File: src/rtl/pipe_pkg.sv
// Shared types for the instruction pipeline controller: stage payload and stage actions.
// Payload field widths are fixed here and used by every file of the block.
package pipe_pkg;

    localparam int unsigned INSTR_W     = 8;
    localparam int unsigned PC_W        = 8;
    localparam int unsigned REG_AW      = 2;
    localparam logic [3:0]  STOP_OP_DEF = 4'h1;

    typedef struct packed {
        logic               valid;
        logic [INSTR_W-1:0] instr;
        logic [PC_W-1:0]    pc;
        logic [REG_AW-1:0]  dst;
        logic               wr;
    } stage_t;

    // Per-stage action in falling priority of effect: keep, insert bubble, take upstream.
    typedef enum logic [1:0] {
        ACT_HOLD   = 2'd0,
        ACT_BUBBLE = 2'd1,
        ACT_LOAD   = 2'd2
    } stage_act_e;

    function automatic logic act_loads(input stage_act_e act);
        return act != ACT_HOLD;
    endfunction

endpackage

File: src/rtl/pipe_stage_reg.sv
// One pipeline stage register: holds, takes its upstream payload, or clears to a bubble.
module pipe_stage_reg
    import pipe_pkg::*;
(
    input  logic       clk,
    input  logic       rst_n,
    input  stage_act_e act,
    input  stage_t     d,
    output stage_t     q
);

    stage_t stage_q;
    stage_t stage_d;

    always_comb begin
        stage_d = stage_q;
        case (act)
            ACT_LOAD:   stage_d = d;
            ACT_BUBBLE: stage_d = '0;
            default:    stage_d = stage_q;
        endcase
    end

    always_ff @(posedge clk or negedge rst_n) begin
        if (!rst_n) begin
            stage_q <= '0;
        end else begin
            stage_q <= stage_d;
        end
    end

    assign q = stage_q;

endmodule

File: src/rtl/pipe_ctrl_chain.sv
// DEPTH-stage instruction pipeline controller with RAW interlock, flush, hold and sticky halt.
// Define PIPE_PERF_EN to build the saturating performance counters; otherwise perf_* read 0.
module pipe_ctrl_chain
    import pipe_pkg::*;
#(
    parameter int unsigned DEPTH    = 4,
    parameter int unsigned BR_STAGE = 2,
    parameter logic [3:0]  STOP_OP  = STOP_OP_DEF
) (
    input  logic                       clock,
    input  logic                       resetn,
    input  logic                       fetch_valid,
    input  logic [INSTR_W-1:0]         fetch_instr,
    input  logic [PC_W-1:0]            fetch_pc,
    output logic                       fetch_ready,
    input  logic [REG_AW-1:0]          dec_src_a,
    input  logic [REG_AW-1:0]          dec_src_b,
    input  logic                       dec_use_a,
    input  logic                       dec_use_b,
    input  logic [REG_AW-1:0]          dec_dst,
    input  logic                       dec_wr,
    input  logic                       hold,
    input  logic                       flush,
    output logic [DEPTH-1:0]           stage_valid,
    output logic [DEPTH*INSTR_W-1:0]   stage_instr,
    output logic [DEPTH*PC_W-1:0]      stage_pc,
    output logic [DEPTH-1:0]           stage_load,
    output logic                       hazard,
    output logic                       halted,
    output logic [15:0]                perf_cycles,
    output logic [15:0]                perf_stalls,
    output logic [15:0]                perf_flush
);

    stage_t     st_q [DEPTH];
    stage_t     st_d [DEPTH];
    stage_act_e act  [DEPTH];
    logic       hazard_c;
    logic       stop_wb_c;
    logic       halted_q;
    logic       halted_d;

    // RAW check of the stage-1 reader against every older writer, writeback included.
    always_comb begin
        hazard_c = 1'b0;
        for (int unsigned k = 2; k < DEPTH; k++) begin
            if (st_q[k].valid && st_q[k].wr &&
                ((dec_use_a && (st_q[k].dst == dec_src_a)) ||
                 (dec_use_b && (st_q[k].dst == dec_src_b)))) begin
                hazard_c = 1'b1;
            end
        end
        hazard_c = hazard_c & st_q[1].valid;
    end

    // Upstream payloads; decode results join the instruction on its way into stage 2.
    always_comb begin
        st_d[0]       = '0;
        st_d[0].valid = fetch_valid;
        st_d[0].instr = fetch_instr;
        st_d[0].pc    = fetch_pc;
        for (int unsigned k = 1; k < DEPTH; k++) begin
            st_d[k] = st_q[k-1];
        end
        st_d[2].dst = dec_dst;
        st_d[2].wr  = dec_wr & st_q[1].valid;
    end

    // Priority decoder: halted > hold > flush > hazard > advance.
    always_comb begin
        for (int unsigned k = 0; k < DEPTH; k++) begin
            act[k] = ACT_HOLD;
        end
        if (!halted_q && !hold) begin
            if (flush) begin
                for (int unsigned k = 0; k < DEPTH; k++) begin
                    act[k] = (k < BR_STAGE) ? ACT_BUBBLE : ACT_LOAD;
                end
            end else if (hazard_c) begin
                for (int unsigned k = 2; k < DEPTH; k++) begin
                    act[k] = (k == 2) ? ACT_BUBBLE : ACT_LOAD;
                end
            end else begin
                for (int unsigned k = 0; k < DEPTH; k++) begin
                    act[k] = ACT_LOAD;
                end
                if (!fetch_valid) begin
                    act[0] = ACT_BUBBLE;
                end
            end
        end
    end

    for (genvar g = 0; g < DEPTH; g++) begin : g_stage
        pipe_stage_reg u_stage_reg (
            .clk   (clock),
            .rst_n (resetn),
            .act   (act[g]),
            .d     (st_d[g]),
            .q     (st_q[g])
        );
    end

    assign stop_wb_c = st_q[DEPTH-1].valid && (st_q[DEPTH-1].instr[3:0] == STOP_OP);
    assign halted_d  = halted_q | stop_wb_c;

    always_ff @(posedge clock or negedge resetn) begin
        if (!resetn) begin
            halted_q <= 1'b0;
        end else begin
            halted_q <= halted_d;
        end
    end

    always_comb begin
        for (int unsigned k = 0; k < DEPTH; k++) begin
            stage_valid[k]                     = st_q[k].valid;
            stage_instr[k*INSTR_W +: INSTR_W]  = st_q[k].instr;
            stage_pc[k*PC_W +: PC_W]           = st_q[k].pc;
            stage_load[k]                      = act_loads(act[k]);
        end
    end

    assign hazard      = hazard_c;
    assign halted      = halted_q;
    assign fetch_ready = ~halted_q & ~hold & ~flush & ~hazard_c;

`ifdef PIPE_PERF_EN
    logic [15:0] cyc_q, cyc_d;
    logic [15:0] stall_q, stall_d;
    logic [15:0] flsh_q, flsh_d;

    // Saturating counters; stalls and flushes count only when they actually act.
    always_comb begin
        cyc_d   = cyc_q;
        stall_d = stall_q;
        flsh_d  = flsh_q;
        if (!halted_q && (cyc_q != 16'hFFFF)) begin
            cyc_d = cyc_q + 16'd1;
        end
        if (!halted_q && !hold && !flush && hazard_c && (stall_q != 16'hFFFF)) begin
            stall_d = stall_q + 16'd1;
        end
        if (!halted_q && !hold && flush && (flsh_q != 16'hFFFF)) begin
            flsh_d = flsh_q + 16'd1;
        end
    end

    always_ff @(posedge clock or negedge resetn) begin
        if (!resetn) begin
            cyc_q   <= '0;
            stall_q <= '0;
            flsh_q  <= '0;
        end else begin
            cyc_q   <= cyc_d;
            stall_q <= stall_d;
            flsh_q  <= flsh_d;
        end
    end

    assign perf_cycles = cyc_q;
    assign perf_stalls = stall_q;
    assign perf_flush  = flsh_q;
`else
    assign perf_cycles = '0;
    assign perf_stalls = '0;
    assign perf_flush  = '0;
`endif

endmodule
File: config.mk
export PLATFORM = sky130hd
export DESIGN_NAME = pipe_ctrl_chain
export DESIGN_NICKNAME = d
export VERILOG_FILES = /design/src/rtl/pipe_pkg.sv /design/src/rtl/pipe_stage_reg.sv /design/src/rtl/pipe_ctrl_chain.sv
export SDC_FILE = /design/constraint.sdc
export NUM_CORES = 1
export LEC_CHECK = 0
export CORE_MARGIN = 2
export CORE_UTILIZATION = 25
export CTS_CLUSTER_DIAMETER = 60
export DETAILED_ROUTE_END_ITERATION = 16
export HOLD_SLACK_MARGIN = 0.02
export PLACE_DENSITY = 0.52
export SETUP_SLACK_MARGIN = 0.4
export SLEW_MARGIN = 5
export SYNTH_ARGS = -nofsm -noshare
export SYNTH_HDL_FRONTEND = slang
export SYNTH_SLANG_ARGS = --single-unit
File: constraint.sdc
create_clock -name clock -period 4.2 [get_ports clock]
set_input_delay 0.63 -clock clock [delete_from_list [all_inputs] [get_ports clock]]
set_output_delay 0.63 -clock clock [all_outputs]
set_load 0.01 [all_outputs]
### Word-level counts from Yosys, hierarchy flattened

Cells that the tools add are included.

| word-level totals | value |
|---|---|
| input port bits | 30 |
| bits in registers | 78 |
| output and inout bits | 123 |
| logic and storage cells | 75 |

| cells by class | value |
|---|---|
| eq/ne operators | 13 |
| reduce and logical (&&, ||, !) cells | 22 |
| multiplexer cells | 11 |
| bitwise gates (word level) | 10 |

Operators with widths:

| operator | number |
|---|---|
| one-hot mux 20 bit (2 select lines) | 4 |
| 2-to-1 mux 8 bit | 2 |
| nonzero test 2 bit | 8 |
| logical AND 1 bit | 10 |
| equality test 2 x 1 -> 1 bit, second input constant | 4 |
| equality test 2 bit | 4 |
| equality test 2 bit, second input constant | 4 |
| 2-to-1 mux 4 bit | 2 |
| bitwise AND 1 bit | 5 |
| equality test 4 x 1 -> 1 bit, second input constant | 1 |
| inverter 1 bit | 4 |
| logical NOT 1 bit | 2 |
| logical OR 1 bit | 2 |
| 2-to-1 mux 1 bit | 2 |
| 2-to-1 mux 2 bit | 1 |
| OR 1 bit | 1 |

### Longest topological paths before layout

Gate-level depths: netlist of the first run.

| logic depth | value |
|---|---|
| depth in word-level cells | 12 |
| gate-level depth with buffers | 11 |
| depth with buffers taken out | 10 |

### By module

A second synthesis of the first run with hierarchy kept.

| second synthesis, totals | value |
|---|---|
| cells, all modules | 441 |
| area, all modules | 4,033.9 um^2 |

Modules (own cells, without submodules):

| module | times used | area each (um^2) | cells an instance | sequential area each (um^2) |
|---|---|---|---|---|
| pipe_stage_reg | 4 | 847.1 | 87 | 500.5 |
| pipe_ctrl_chain | 1 | 645.6 | 93 | 25.0 |

### Worst setup path before layout of the first run

OpenSTA, ideal clock, no wires.

| timing | value |
|---|---|
| kind | input port to flip-flop |
| start | input port dec_src_a[0] |
| end | register g_stage[2].u_stage_reg.stage_q, in the netlist g_stage[2].u_stage_reg.q[3] |
| setup slack | 1.278 ns |
| data arrival time | 2.839 ns |
| stages on the path | 10 |
| required time | 4.117 ns |
| cell sequence | xor2_1 -> nor4_1 -> or4_1 -> o21ai_4 -> o21ai_0 -> ha_1 -> clkbuf_1 -> clkbuf_1 -> nand3b_1 -> o21ai_0 |

| between the ends | value |
|---|---|
| longest elaborated chain between the ends | 12 |
| elaborated cells between the ends (all ways) | 18 |
| those cells by class | eq/ne (4); mux (6); bitwise (1); reduce/logical (7) |

Ends and longest elaborated chain:

| what | line | text |
|---|---|---|
| from (decl) | pipe_ctrl_chain.sv:16 | `input logic [REG_AW-1:0] dec_src_a,` |
| equality test 2 bit | pipe_ctrl_chain.sv:48 | `((dec_use_a && (st_q[k].dst == dec_src_a)) \|\|` |
| logical AND 1 bit | pipe_ctrl_chain.sv:48 |  |
| logical OR 1 bit | pipe_ctrl_chain.sv:48 |  |
| logical AND 1 bit | pipe_ctrl_chain.sv:47 | `if (st_q[k].valid && st_q[k].wr &&` |
| 2-to-1 mux 1 bit | pipe_ctrl_chain.sv:47 |  |
| 2-to-1 mux 1 bit * | pipe_ctrl_chain.sv:47 |  |
| bitwise AND 1 bit * | pipe_ctrl_chain.sv:53 | `hazard_c = hazard_c & st_q[1].valid;` |
| 2-to-1 mux 4 bit * | pipe_ctrl_chain.sv:79 | `end else if (hazard_c) begin` |
| 2-to-1 mux 8 bit * | pipe_ctrl_chain.sv:75 | `if (flush) begin` |
| 2-to-1 mux 8 bit * | pipe_ctrl_chain.sv:74 | `if (!halted_q && !hold) begin` |
| equality test 2 x 1 -> 1 bit / equality test 2 bit (equally long branches) | pipe_stage_reg.sv:17 | `case (act)` |
| one-hot mux 20 bit (2 select lines) / nonzero test 2 bit (equally long branches) | n/a |  |
| to (signal assigned) | pipe_stage_reg.sv:28 | `stage_q <= stage_d;` |
| to (decl) | pipe_stage_reg.sv:12 | `stage_t stage_q;` |

Mark *: on every way between the ends. The rest lies on a longest branch, timed or not.
A chain may end at the register's enable or synchronous reset.

### Worst setup path after layout of the first run

| timing | value |
|---|---|
| start | input port dec_src_b[1] |
| end | output port stage_load[0] |

| between the ends | value |
|---|---|
| longest elaborated chain between the ends | 11 |
| elaborated cells between the ends (all ways) | 15 |
| those cells by class | eq/ne (2); mux (5); bitwise (1); reduce/logical (7) |

Ends and longest elaborated chain:

| what | line | text |
|---|---|---|
| from (decl) | pipe_ctrl_chain.sv:17 | `input logic [REG_AW-1:0] dec_src_b,` |
| equality test 2 bit | pipe_ctrl_chain.sv:49 | `(dec_use_b && (st_q[k].dst == dec_src_b)))) begin` |
| logical AND 1 bit | pipe_ctrl_chain.sv:49 |  |
| logical OR 1 bit | pipe_ctrl_chain.sv:48 |  |
| logical AND 1 bit | pipe_ctrl_chain.sv:47 |  |
| 2-to-1 mux 1 bit | pipe_ctrl_chain.sv:47 |  |
| 2-to-1 mux 1 bit * | pipe_ctrl_chain.sv:47 |  |
| bitwise AND 1 bit * | pipe_ctrl_chain.sv:53 |  |
| 2-to-1 mux 4 bit * | pipe_ctrl_chain.sv:79 |  |
| 2-to-1 mux 8 bit * | pipe_ctrl_chain.sv:75 |  |
| 2-to-1 mux 8 bit * | pipe_ctrl_chain.sv:74 |  |
| nonzero test 2 bit * | pipe_pkg.sv:26 | `return act != ACT_HOLD;` |
| to (decl) | pipe_ctrl_chain.sv:27 | `output logic [DEPTH-1:0] stage_load,` |

Marks and branches as above.

==> results of run 1 <==
## state kept, by name (all words and copies together), names as in the netlist
| name | flops |
|---|---|
| halted | 1 |
| g_stage.u_stage_reg.q | 74 |
## cells in the mapped netlist, drive strengths merged
library cell	instances	area (µm²)
buf	82	615.6
dfrtp	75	1877
inv	58	217.7
o21ai	55	286.5
nand3b	52	390.4
mux2	21	236.5
clkbuf	17	63.81
nand2	7	26.28
ha	6	75.07
nand3	6	30.03
nor3	5	25.02
nor4	4	25.02
xor2	4	35.03
and2	2	16.27
nor2	2	7.510
or4	2	15.01
a21o	1	7.510
conb	1	3.750
nand2b	1	6.260
nor4b	1	8.760
o211a	1	10.01
o211ai	1	7.510
## through the flow
stage	hold WS [ns]	setup slack, ns	std cells	cell area (µm²)
3_5_place_dp	0.4939	0.2908	676	4825
2_1_floorplan	0.3344	1.278	451	4163
4_1_cts	0.5038	0.4117	693	5166
3_3_place_gp	0.4906	0.3992	676	4825
5_1_grt	0.5233	0.4195	693	5196
6_report	0.4299	0.5190	693	5196
## final cells by class
class                           count  area (µm²)
Multi-Input combinational cell    219        1421
Timing Repair Buffer              109        1081
Clock buffer                       12       256.5
Fill cell                        1610       10520
Tap cell                          216       270.3
Inverter                           58       217.7
Sequential cell                    75        1877
Clock inverter                      4       72.57
## critical path, delay by kind of cell
family                     cells  cell delay [ns]
AOI/OAI and AO/OA              1             0.19
xor gates and xnor gates       1             0.18
adders and majority gates      1             0.22
buffers and inverters          3             1.13
and+or+nand+nor                3             0.70
## power by group
| group | switching [mW] | internal (mW) | total, mW | leakage, nW |
|---|---|---|---|---|
| Combinational | 0.630 | 0.824 | 1.45 | 1.16 |
| Clock | 0.300 | 0.552 | 0.852 | 0.159 |
| Sequential | 0.315 | 1.07 | 1.38 | 0.966 |
## worst paths after layout
path	startpoint	end	slack (ns)	cells after the start
setup / recovery	dec_src_b[1]	stage_load[0]	0.52	9
hold / removal	resetn	g_stage[0].u_stage_reg.q[15]$_DFFE_PN0P_	0.43	1
setup reg to reg	g_stage[2].u_stage_reg.q[1]$_DFFE_PN0P_	g_stage[2].u_stage_reg.q[12]$_DFFE_PN0P_	1.22	10
hold reg to reg	g_stage[3].u_stage_reg.q[7]$_DFFE_PN0P_	g_stage[3].u_stage_reg.q[7]$_DFFE_PN0P_	0.50	1
max in group asynchronous	resetn	g_stage[1].u_stage_reg.q[4]$_DFFE_PN0P_	3.09	1
min in group clock	g_stage[3].u_stage_reg.q[7]$_DFFE_PN0P_	g_stage[3].u_stage_reg.q[7]$_DFFE_PN0P_	0.50	1
## cells by family (layout without fill, tap and decap cells)
logic type      after synthesis  count (layout)  share of synthesized area (%)
xor+xnor                      4               4                         0.8788
compound gates               58              58                          7.816
simple gates                 82              82                          13.81
flops                        75              75                          47.08
mux                          21              21                          5.932
buf+inv                     157             183                          22.50
other cells                   1              48                        0.09407
fa+ha+maj                     6               6                          1.883
## cells in the final DEF (no fill, tap or decap), types with 2 or more instances in the layout
| master | n |
|---|---|
| or4_4 | 2 |
| bufinv_16 | 2 |
| xor2_2 | 3 |
| dlymetal6s2s_1 | 3 |
| o21ai_0 | 53 |
| conb_1 | 48 |
| inv_1 | 57 |
| ha_1 | 6 |
| nor4_1 | 4 |
| nand3_1 | 6 |
| dlygate4sd2_1 | 2 |
| nand3b_1 | 52 |
| buf_4 | 6 |
| nor3_1 | 5 |
| clkbuf_8 | 2 |
| clkbuf_16 | 9 |
| mux2_2 | 21 |
| dfrtp_1 | 75 |
| nand2_1 | 7 |
| clkdlybuf4s50_1 | 98 |
## layer usage
metal  up-vias  GRT usage [%]  share of wire (%)
met1      1352          15.58                 47
li1       1326              -                  -
met3        21          2.460                4.5
met5         -              0                  0
met4         0          6.388                2.6
met2       106          17.99                 46
## repair_timing
action                                  in CTS  in global routing
resized for setup                            5                  6
pin swaps                                    3                  2
endpoints found under the setup margin       3                  1
hold endpoints to repair                     0                  0
buffers inserted                             1                  0
==> flow_summary.json, run 1 <==
{
  "outcome": "finished, final reports clean",
  "syn2layout_area_growth_pct": 30.35,
  "grt.total_usage_pct": 11.76,
  "routed_wl_mm": 9.582,
  "min_period_ns": 3.681,
  "core_area_um2": 15710,
  "finClkSkew_ns": 0.006355,
  "fin_tns_setup_ns": 0,
  "start_util_pct": 25.37,
  "critPathLaunchType": "input port",
  "grt_pass1_vias": 2687,
  "critPathMaxStageDelay_ns": 0.56,
  "dr.first_iter.drc_count": 109,
  "fmax_mhz": 271.7,
  "drive_gt1_share_pct": 10.90,
  "drcViolationCount": 0,
  "grt_max_degree": 76,
  "cts_root_buffer": "clkbuf_16",
  "diodes": 0,
  "crit_path_max_fanout": 4,
  "place.gp.congestion": 0.7451,
  "cts_max_level": 3,
  "postSynthAreaPerCell_um2": 9.867,
  "hold_viol_final": 0,
  "crit_required_ns": 3.57,
  "viasPerCell": 4.048,
  "yosys_warnings": 0,
  "grt_antenna_before_repair": 0,
  "critPathKind": "input port to output port",
  "slowest_stage": "clkdlybuf4s50_1",
  "cpMostUsedCell": "clkdlybuf4s50_1",
  "clock-sinks": 75,
  "synth_cells": 404,
  "final_core_util_pct": 33.07,
  "path_clk_slew_ns": 0.06,
  "grt_pass1_wl_mm": 14.81,
  "io_buffers": 104,
  "power.leakage_nw": 2.283,
  "cts-buffers-inserted": 9,
  "cts_tree": "done",
  "ys_seq_area_share_pct": 47.08,
  "pin_count": 153,
  "p_per_area_nw_per_um2": 709.9,
  "slew_headroom_pct": 33.57,
  "ys_types": 25,
  "rows": 46,
  "avgRoutedWirePerCell_um": 13.83,
  "cp_cell_sequence": "clkdlybuf4s50_1 -> xor2_2 -> nor3_1 -> or4_4 -> o21ai_4 -> nand3_1 -> ha_1 -> inv_1 -> clkdlybuf4s50_1",
  "rsz0062_at_grt": "no",
  "end_kind": "output port",
  "fp.dieH_um": 130.3,
  "grt_overflow_total": 0,
  "finalSetupViolCount": 0,
  "die_width_um": 130.3,
  "max_slew.worst_pin.slew_ns": 0.9965,
  "postCtsHoldBufs": 0,
  "drv_slew": 0,
  "hp-class": "input port to async pin",
  "nNetsFinal": 508,
  "vias": 2805,
  "cap_viol_max_count": 0,
  "hpwl_mm": 6.817,
  "finalCritPeriodShare_pct": 87.64,
  "ys_ff_latch": 75,
  "clk_latency_ns": 0.34,
  "ant_nets": 0,
  "first_pass_iters": 4,
  "ir_worst_vdd_uv": 186.0,
  "p_total_mw": 3.689,
  "dieArea_um2": 16970,
  "clock_path_buffers": 2,
  "synth.cell_area_um2": 3986,
  "arrival_ns": 3.05
}
Power figures use the tool's default switching activity.
==> inputs of run 2 (changes only) <==
Clock period 4.2 ns to 3.4 ns, I/O delays scaled along.
==> flow_summary.json, run 2 (synthesis results as in run 1) <==
{
  "outcome": "finished, final reports clean",
  "cts_max_level": 3,
  "end_kind": "output port",
  "dr.first_iter.drc_count": 147,
  "drcViolationCount": 0,
  "critPathKind": "flop to output port",
  "cap_viol_max_count": 0,
  "rsz0062_at_grt": "yes",
  "power.leakage_nw": 2.332,
  "fp.dieH_um": 130.3,
  "r2r_cells": 12,
  "place.gp.congestion": 0.7403,
  "largest_reg_flops": 74,
  "crit_required_ns": 2.89,
  "drv_slew": 0,
  "routed_wl_mm": 9.485,
  "r2r-start": "g_stage[2].u_stage_reg.q[1]$_DFFE_PN0P_",
  "fmax_mhz": 335.8,
  "cts_root_buffer": "clkbuf_16",
  "hold_viol_final": 0,
  "min_period_ns": 2.978,
  "multi_input_area_um2": 1465,
  "cts-buffers-inserted": 9,
  "rows": 46,
  "finClkSkew_ns": 0.005943,
  "grt_antenna_before_repair": 0,
  "syn2layout_area_growth_pct": 33.80,
  "die_width_um": 130.3,
  "drive_gt1_share_pct": 16.16,
  "grt.total_usage_pct": 11.05,
  "fin_tns_setup_ns": 0,
  "grt_pass1_vias": 2532,
  "p_per_area_nw_per_um2": 850.3,
  "dieArea_um2": 16970,
  "startpoint": "g_stage[2].u_stage_reg.q[1]$_DFFE_PN0P_",
  "most-common-layout-cells": "92 x clkdlybuf4s50_1, 73 x dfrtp_1, 57 x inv_1",
  "vias": 2810,
  "start_util_pct": 25.37,
  "grt_pass1_wl_mm": 13.96,
  "cts_tree": "done",
  "diodes": 0,
  "max_slew.worst_pin.slew_ns": 0.9952,
  "slew_headroom_pct": 33.65,
  "clock-sinks": 75,
  "grt_overflow_total": 0,
  "arrival_ns": 2.47,
  "fin_ws_ns": 0.4222,
  "final_core_util_pct": 33.95,
  "final_common_cell": "clkdlybuf4s50_1",
  "crit_path_max_fanout": 3,
  "grt_max_degree": 76,
  "ir_worst_vdd_uv": 238.2,
  "hp-class": "input port to async pin",
  "io_buffers": 104,
  "fill_cells": 1619,
  "hpwl_mm": 6.782,
  "path_clk_slew_ns": 0.05,
  "clk_latency_ns": 0.34,
  "ant_nets": 0,
  "dp_slack_ns": -0.1938,
  "first_pass_iters": 4,
  "pin_count": 153,
  "nNetsFinal": 521,
  "seqCellArea_um2": 1879,
  "core_area_um2": 15710,
  "p_total_mw": 4.535,
  "critPathLaunchType": "flop",
  "avgRoutedWirePerCell_um": 13.45,
  "viasPerCell": 3.986,
  "finalCritPeriodShare_pct": 87.58,
  "finalSetupViolCount": 0,
  "clock_path_buffers": 2
}
## run 2: cell types whose count changed in the layout (fill, tap and decap cells not counted), sizes merged, moves of 3 or more
cell	change
buf	+14
dlygate4sd2	+6
dlymetal6s2s	-3
clkdlybuf4s50	-6
## run 2: cell type report
class,count,area share [%]
Clock buffer,11,4.738
Clock inverter,4,0.9148
Inverter,58,4.082
Multi-Input combinational cell,219,27.47
Sequential cell,75,35.23
Tap cell,216,5.067
Timing Repair Buffer,122,22.50
## run 2: final timing paths
path / end / slack [ns]
max reg2reg: g_stage[2].u_stage_reg.q[0]$_DFFE_PN0P_ / 0.60
max: stage_load[0] / 0.42
max in group asynchronous: g_stage[3].u_stage_reg.q[2]$_DFFE_PN0P_ / 2.36
min in group clock: g_stage[3].u_stage_reg.q[3]$_DFFE_PN0P_ / 0.50
min reg2reg: g_stage[3].u_stage_reg.q[3]$_DFFE_PN0P_ / 0.50
min: g_stage[0].u_stage_reg.q[17]$_DFFE_PN0P_ / 0.34
## run 2: through the flow
| step | hold WS (ns) | cell area (µm²) | cells |
|---|---|---|---|
| 6_report | 0.3396 | 5334 | 705 |
| 5_1_grt | 0.4213 | 5334 | 705 |
| 4_1_cts | 0.3796 | 5288 | 705 |
| 3_5_place_dp | 0.4944 | 4937 | 686 |
| 3_3_place_gp | 0.4904 | 4937 | 686 |
| 2_1_floorplan | 0.2144 | 4163 | 451 |
## run 2: repair_timing
action | CTS | global route
resized for setup | 24 | 13
setup buffers | 4 | 0
setup endpoints to repair | 24 | 5
hold buffers | 0 | 0
pin swaps | 7 | 7
## run 2: routing by layer
| metal | routed length [µm] | global-route usage, % |
|---|---|---|
| met2 | 4397 | 16.48 |
| met4 | 184 | 5.123 |
| met1 | 4365 | 14.90 |
| met5 | 0 | 0 |
| met3 | 537 | 3.034 |
## run 2: critical path, cell delays in order (launching register included)
cell,delay (ns)
dfrtp_2,0.45
xor2_2,0.19
nor4_1,0.07
or4_4,0.55
o21ai_4,0.20
buf_6,0.14
buf_6,0.09
o211ai_1,0.09
ha_2,0.19
inv_1,0.04
buf_2,0.11
## run 2: where the power goes
group,leakage [nW],total [mW],internal [mW],switching [mW]
registers,0.964,1.72,1.32,0.399
logic,1.22,1.85,1.07,0.787
clock network,0.152,0.962,0.604,0.358
total,2.33,4.54,2.99,1.54
==> inputs of run 3 (changes only) <==
Settings changed: CORE_MARGIN 2 to 3.
==> flow_summary.json, run 3 (synthesis results as in run 1) <==
{
  "rows": 45,
  "fill_cells": 1595,
  "cts_tree": "done",
  "p_per_area_nw_per_um2": 852.4,
  "hpwl_mm": 6.951,
  "vias": 2814,
  "avgRoutedWirePerCell_um": 13.85,
  "place.gp.congestion": 0.7500,
  "ir_worst_vdd_uv": 252.0,
  "max_slew.worst_pin.slew_ns": 0.9680,
  "drcViolationCount": 0,
  "cts-buffers-inserted": 9,
  "grt_pass1_wl_mm": 15.96,
  "grt_pass1_vias": 2913,
  "grt_overflow_total": 0,
  "routed_wl_mm": 9.710,
  "pin_count": 153,
  "core_area_um2": 15430,
  "crit_path_max_fanout": 4,
  "path_clk_slew_ns": 0.06,
  "slowest_stage": "or4_4",
  "critPathKind": "input port to output port",
  "finalSetupViolCount": 0,
  "cp_top_family": "simple AND/OR/NAND/NOR gates",
  "start_util_pct": 25.84,
  "hold_viol_final": 0,
  "diodes": 0,
  "grt_antenna_before_repair": 0,
  "viasPerCell": 4.014,
  "drive_gt1_share_pct": 15.71,
  "nNetsFinal": 521,
  "use_met1_pct": 14.77,
  "multi_input_area_um2": 1444,
  "rsz0062_at_grt": "yes",
  "cts_root_buffer": "clkbuf_16",
  "grt.total_usage_pct": 11.50,
  "first_pass_iters": 4,
  "syn2layout_area_growth_pct": 33.02,
  "drv_slew": 0,
  "dieArea_um2": 17500,
  "final_common_cell": "clkdlybuf4s50_1",
  "die_width_um": 132.3,
  "seqCellArea_um2": 1878,
  "use_met3_pct": 3.321,
  "most-common-layout-cells": "92 x clkdlybuf4s50_1, 74 x dfrtp_1, 57 x inv_1",
  "min_period_ns": 2.945,
  "power.leakage_nw": 2.332,
  "cts_max_level": 3,
  "crit_buf_inv": 4,
  "clk_latency_ns": 0.34,
  "dp.cells": 683,
  "fmax_mhz": 339.5,
  "slew_headroom_pct": 35.47,
  "cap_viol_max_count": 0,
  "outcome": "finished, final reports clean",
  "critPathLaunchType": "input port",
  "fp.dieH_um": 132.3,
  "grtUsageMet2_pct": 18.56,
  "clock-sinks": 75,
  "clock_path_buffers": 2,
  "hp-class": "input port to async pin",
  "cp_cell_sequence": "dlygate4sd2_1 -> xor2_1 -> nor3_1 -> or4_4 -> o21ai_4 -> buf_6 -> o211ai_1 -> ha_2 -> inv_1 -> buf_2",
  "dr.first_iter.drc_count": 131,
  "ant_nets": 0,
  "grt_max_degree": 76,
  "finalCritPeriodShare_pct": 86.63,
  "io_buffers": 104,
  "top_usage_layer": "met2",
  "finClkSkew_ns": 0.005997,
  "largest_reg_flops": 74,
  "layout.cells.non_filler": 701,
  "arrival_ns": 2.44,
  "crit_required_ns": 2.89,
  "postCtsHoldBufs": 0,
  "end_kind": "output port",
  "final_core_util_pct": 34.37,
  "critPathMaxStageDelay_ns": 0.55
}
==> run 3: routing by layer <==
metal / vias to the layer above / part of all wire (%)
met5: - / 0
met1: 1361 / 45
li1: 1348 / -
met2: 93 / 47
met3: 12 / 5.4
met4: 0 / 1.6
==> run 3: stage by stage <==
step                power, mW  cell area (µm²)  setup slack, ns  setup TNS (ns)  hold WS (ns)
floorplan               2.713             4163           0.5979               0        0.2144
finish                  4.520             5303           0.4547               0        0.3307
CTS                     4.600             5269           0.4005               0        0.3830
global placement        3.564             4946          -0.1007         -0.2860        0.4893
global route            4.862             5303           0.3559               0        0.4301
detailed placement      3.600             4946          -0.1832         -0.4780        0.4963
==> run 3: final timing paths <==
| path | endpoint | slack, ns | startpoint | depth (start not counted) |
|---|---|---|---|---|
| worst max-delay path | stage_load[0] | 0.45 | dec_src_a[1] | 10 |
| worst min-delay path | g_stage[3].u_stage_reg.q[1]$_DFFE_PN0P_ | 0.33 | resetn | 1 |
| worst max register to register | g_stage[0].u_stage_reg.q[14]$_DFFE_PN0P_ | 0.74 | g_stage[2].u_stage_reg.q[1]$_DFFE_PN0P_ | 9 |
| worst min register to register | g_stage[3].u_stage_reg.q[10]$_DFFE_PN0P_ | 0.51 | g_stage[3].u_stage_reg.q[10]$_DFFE_PN0P_ | 1 |
| max in group asynchronous | g_stage[2].u_stage_reg.q[1]$_DFFE_PN0P_ | 2.41 | resetn | 1 |
| min in group clock | g_stage[3].u_stage_reg.q[10]$_DFFE_PN0P_ | 0.51 | g_stage[3].u_stage_reg.q[10]$_DFFE_PN0P_ | 1 |
==> run 3: cell type report <==
| cell class | count | area share (%) |
|---|---|---|
| flip-flops and latches | 75 | 35.42 |
| multi-input cells | 219 | 27.23 |
| repair buffers | 122 | 22.58 |
| well taps | 211 | 4.979 |
| clock buffers | 9 | 4.247 |
| inverters | 58 | 4.106 |
| clock inverters | 7 | 1.439 |
==> run 3: what timing repair did <==
item,in CTS,in global routing
setup buffers,1,1
gates resized for setup,25,11
setup endpoints to repair,11,5
pin swaps,6,7
endpoints found under the hold margin,0,0
==> run 3: power by group <==
part	switching, mW	total (mW)	internal (mW)
Sequential	0.391	1.71	1.32
Clock	0.396	0.968	0.572
Combinational	0.787	1.84	1.05
Total	1.57	4.52	2.95
